### src/rtl/mem_arbiter.sv
// mem_arbiter: shares one block-wide main-memory port between the I-cache
// and the D-cache. The winner's command is registered onto the memory side
// and held until memory answers with mem_ready; only the winner sees ready.
// Build option: define MEM_ARB_RR_EN for round-robin tie breaking; without
// it the D-cache always beats the I-cache.
module mem_arbiter #(
  parameter int ADDR_W = 28,
  parameter int DATA_W = 128
) (
  input  logic              clk,
  input  logic              proc_reset_n,
  input  logic              i_read,
  input  logic              i_write,
  input  logic [ADDR_W-1:0] i_addr,
  input  logic [DATA_W-1:0] i_wdata,
  output logic [DATA_W-1:0] i_rdata,
  output logic              i_ready,
  input  logic              d_read,
  input  logic              d_write,
  input  logic [ADDR_W-1:0] d_addr,
  input  logic [DATA_W-1:0] d_wdata,
  output logic [DATA_W-1:0] d_rdata,
  output logic              d_ready,
  output logic              mem_read,
  output logic              mem_write,
  output logic [ADDR_W-1:0] mem_addr,
  output logic [DATA_W-1:0] mem_wdata,
  input  logic [DATA_W-1:0] mem_rdata,
  input  logic              mem_ready,
  output logic [1:0]        arb_grant
);

  typedef enum logic {IDLE = 1'b0, BUSY = 1'b1} state_t;

  state_t              state_q, state_d;
  logic [1:0]          grant_q, grant_d;
  logic                last_d_q, last_d_d;   // 1: D-cache held the previous grant
  logic                mem_read_q, mem_read_d;
  logic                mem_write_q, mem_write_d;
  logic [ADDR_W-1:0]   mem_addr_q, mem_addr_d;
  logic [DATA_W-1:0]   mem_wdata_q, mem_wdata_d;

  logic i_act, d_act, any_act, pick_d;

  assign i_act   = i_read | i_write;
  assign d_act   = d_read | d_write;
  assign any_act = i_act | d_act;

`ifdef MEM_ARB_RR_EN
  // Tie goes to whichever requester did not hold the last grant
  assign pick_d = d_act & (~i_act | ~last_d_q);
`else
  // Fixed priority: D-cache misses stall the pipeline harder, so D always wins
  assign pick_d = d_act;
`endif

  // State and command registers; reset abandons any in-flight access
  always_ff @(posedge clk or negedge proc_reset_n) begin
    if (!proc_reset_n) begin
      state_q     <= IDLE;
      grant_q     <= 2'b00;
      last_d_q    <= 1'b0;
      mem_read_q  <= 1'b0;
      mem_write_q <= 1'b0;
      mem_addr_q  <= '0;
      mem_wdata_q <= '0;
    end else begin
      state_q     <= state_d;
      grant_q     <= grant_d;
      last_d_q    <= last_d_d;
      mem_read_q  <= mem_read_d;
      mem_write_q <= mem_write_d;
      mem_addr_q  <= mem_addr_d;
      mem_wdata_q <= mem_wdata_d;
    end
  end

  // Next state: grant on any request, release on memory completion
  always_comb begin
    state_d = state_q;
    case (state_q)
      IDLE:    if (any_act)   state_d = BUSY;
      BUSY:    if (mem_ready) state_d = IDLE;
      default: state_d = IDLE;
    endcase
  end

  // Command capture, grant bookkeeping and ready steering
  always_comb begin
    grant_d     = grant_q;
    last_d_d    = last_d_q;
    mem_read_d  = mem_read_q;
    mem_write_d = mem_write_q;
    mem_addr_d  = mem_addr_q;
    mem_wdata_d = mem_wdata_q;
    i_ready     = 1'b0;
    d_ready     = 1'b0;
    case (state_q)
      IDLE: begin
        if (any_act) begin
          // write has precedence when a cache raises both strobes
          grant_d     = pick_d ? 2'b10 : 2'b01;
          mem_write_d = pick_d ? d_write : i_write;
          mem_read_d  = pick_d ? (d_read & ~d_write) : (i_read & ~i_write);
          mem_addr_d  = pick_d ? d_addr  : i_addr;
          mem_wdata_d = pick_d ? d_wdata : i_wdata;
        end else begin
          mem_read_d  = 1'b0;
          mem_write_d = 1'b0;
        end
      end
      BUSY: begin
        i_ready = mem_ready & grant_q[0];
        d_ready = mem_ready & grant_q[1];
        if (mem_ready) begin
          mem_read_d  = 1'b0;
          mem_write_d = 1'b0;
          grant_d     = 2'b00;
          last_d_d    = grant_q[1];
        end
      end
      default: ;
    endcase
  end

  assign mem_read  = mem_read_q;
  assign mem_write = mem_write_q;
  assign mem_addr  = mem_addr_q;
  assign mem_wdata = mem_wdata_q;
  assign arb_grant = grant_q;
  assign i_rdata   = mem_rdata;
  assign d_rdata   = mem_rdata;

endmodule

### config.mk
export PLATFORM = sky130hd
export DESIGN_NAME = mem_arbiter
export DESIGN_NICKNAME = d
export VERILOG_FILES = /design/src/rtl/mem_arbiter.sv
export SDC_FILE = /design/constraint.sdc
export NUM_CORES = 1
export LEC_CHECK = 0
export CAP_MARGIN = 5
export CORE_AREA = 3 3 339 341
export DETAILED_ROUTE_END_ITERATION = 8
export DIE_AREA = 0 0 342 344
export GPL_TIMING_DRIVEN = 0
export MAX_ROUTING_LAYER = met4
export SLEW_MARGIN = 20
export SYNTH_ARGS = -nofsm -noshare
export SYNTH_HDL_FRONTEND = slang
export SYNTH_SLANG_ARGS = --single-unit
### constraint.sdc
create_clock -name clk -period 2.3 [get_ports clk]
set_input_delay 0.69 -clock clk [delete_from_list [all_inputs] [get_ports clk]]
set_output_delay 0.69 -clock clk [all_outputs]
set_load 0.1 [all_outputs]
==> out/metrics.cfg <==
[run_status]
status = finished with violations
violations = negative setup slack

[worst_setup_path]
cp.depth = 2
critPathTopFamily = buffers and inverters
cp_cell_sequence = buf_4 > clkdlybuf4s15_1
cp_max_fo = 2
crit_path_end_kind = primary output
crit_arrival_ns = 1.61
path_class = in2out
cp_data_required_time_ns = 1.61
start_kind = input pin
cp_slowest_cell = clkdlybuf4s15_1
critPathMaxStageDelay_ns = 0.82
ff2ff_path_depth = 5
path_buf_inv = 2

[pwr]
ir_worst_vdd_uv = 849.1
p_clk_share_pct = 10.7
pwr-share-comb_pct = 71.5
p_switching_mw = 17.83
leakage_nw = 8.550
swShare_pct = 62.31
p_seq_share_pct = 17.8
internal_power_mw = 10.78
powerDensity_mw_per_mm2 = 1395

[global_route]
first_global_vias = 8663
gr-usage-all-layers_pct = 8.728
gr-total-overflow = 0
grt_pass1_wl_mm = 68.41
grt_max_degree = 79
antenna_found_initial = 2

[sta]
finalHoldViolations = 0
slew_headroom_pct = 34.72
fin_ws_ns = -0.002880
grt_setup_unrepaired = no
tightestPinTransition_ns = 0.9830
skew_ns = 0.009370
maxSlewViolCount = 0
clock.fmax_mhz = 434.2
min_period_ns = 2.303
fin_crit_sh_pct = 100.1
setup_viol = 1

[die]
die_w_um = 342
ios = 865
num_rows = 123
core_area_mm2 = 0.1122
die_h_um = 344
dieArea_mm2 = 0.1176
start_util_pct = 9.211

[cells_and_area]
drive_gt1_share_pct = 52.15
regArea_mm2 = 0.004029
final_area_mm2 = 0.02051
most-common-layout-cells = 314 x clkdlybuf4s50_1, 262 x buf_4, 231 x clkdlybuf4s15_1
layout.nets = 1993
final_common_cell = clkdlybuf4s50_1
utilization_pct = 18.28
multi_input_area_mm2 = 0.004090
nFillCells = 12306
synthToLayoutAreaGrowth_pct = 98.44

[place]
place_congestion = 0.7822
place.port_buffers = 736
placed_area_mm2 = 0.01959
dp_hpwl_mm = 45.01

[logic_synthesis]
synthDistinctLibCells = 21
seq_area_frac_synth_pct = 38.99
ys_seq_elements = 161
syn_inst = 784
synth_warnings = 0
synth_flop_cell = dfrtp_1
syn_nets = 1231
ys_async_sr_fraction_pct = 100.0
syn_area_per_cell_um2 = 13.18
synth-edff-count = 0
synthesis.area_mm2 = 0.01033

[routing]
drc = 0
wl_per_cell_um = 17.25
antenna_left = 0
drt_iter0_drc = 221
drt_pass1_iterations = 4
via_per_inst = 2.764
wirelength_mm = 52.82
vias = 8461

[clocking]
clock-sinks = 161
numCtsBuffers = 17
cts_tree = built
clk_latency_ns = 0.48
cts.path.max_buffers = 2
clk_pin_slew_ns = 0.07
h-tree-depth = 4
cts_root_buf = clkbuf_16

[min_path]
hold_depth = 2
holdCritPathClass = reg2reg

[run]
drv_cap = 0

tightest hold or removal path, stage by stage (launching register included):
cell	delay, ns
dfrtp_1	0.35
nand2_1	0.05
o31ai_1	0.05
metrics by stage:
step | power (mW) | hold slack (ns) | TNS (ns) | std cells | setup WS [ns]
2_1_floorplan | 20.45 | 0.3944 | 0 | 784 | 0.03920
3_3_place_gp | 26.20 | 0.4668 | -1411.13 | 3020 | -7.453
3_5_place_dp | 26.15 | 0.4761 | -213.03 | 3022 | -1.123
4_1_cts | 29.06 | 0.4938 | -0.02534 | 3059 | -0.01315
5_1_grt | 29.69 | 0.5195 | 0 | 3059 | 0.00007017
6_report | 28.61 | 0.4844 | -0.002880 | 3061 | -0.002880
synth_stat cells, drive strengths merged, types with 2 or more instances:
library cell    n  area [um2]
inv             2       7.510
o21ai           2       10.01
nor2            2       15.01
nand2           4       15.01
dfrtp         161        4029
buf           290        2221
mux2          312        3964
a21oi           3       18.77
and3            2       12.51
worst paths after layout:
check / from / to / slack [ns]
worst max-delay path: mem_rdata[101] / d_rdata[101] / -0.003
worst min-delay path: mem_read / mem_read / 0.48
worst max register to register: state_q / mem_wdata[88] / 0.59
worst min register to register: mem_read / mem_read / 0.48
max in group asynchronous: proc_reset_n / mem_wdata[57] / 0.95
min in group asynchronous: proc_reset_n / mem_wdata[124] / 0.62
timing repair:
item / in CTS / in global routing
pin swaps: 2 / 0
gates resized for setup: 881 / 131
setup endpoints to repair: 537 / 243
endpoints found under the hold margin: 12 / 0
setup buffers: 5 / 0
hold buffers: 1 / 0
layer usage:
layer  GRT usage, %  routed length (um)
met4          2.017                 499
met3          2.396                3663
met1          11.09               23700
met2          13.76               24950
met5              -                   0
final cells by class:
class                      count  share of cell area (%)
inverter                       2                 0.03661
antenna                        2                 0.02441
timing repair buffer         744                   37.24
buffer                       289                   11.15
tap                         1500                   9.152
multi-input combinational    331                   19.95
clock inverter                15                  0.7322
clock buffer                  17                   2.075
sequential                   161                   19.65
flip-flops by register name (all words and copies together) (netlist names):
| name | count |
|---|---|
| mem_write | 1 |
| mem_wdata | 128 |
| arb_grant | 2 |
| mem_addr | 28 |
| state_q | 1 |
| mem_read | 1 |
kinds of logic (layout without fill, tap and decap cells):
logic type | count (synthesis) | after routing | share of synthesized area (%)
AOI/OAI and AO/OA | 8 | 8 | 0.5086
muxes | 312 | 312 | 38.36
other | 0 | 2 | 0
and+or+nand+nor | 11 | 11 | 0.5811
buffers and inverters | 292 | 1067 | 21.56
DFF | 161 | 161 | 38.99
power groups by stage:
stage          Clock [mW]  Combinational, mW  Sequential [mW]
2_1_floorplan           0               4.90             15.5
3_5_place_dp            0               21.0             5.13
6_report             3.07               20.5             5.09
3_3_place_gp            0               21.1             5.08
4_1_cts              3.28               20.7             5.12
5_1_grt              3.35               21.0             5.30
(Power assumes the default switching activity.)
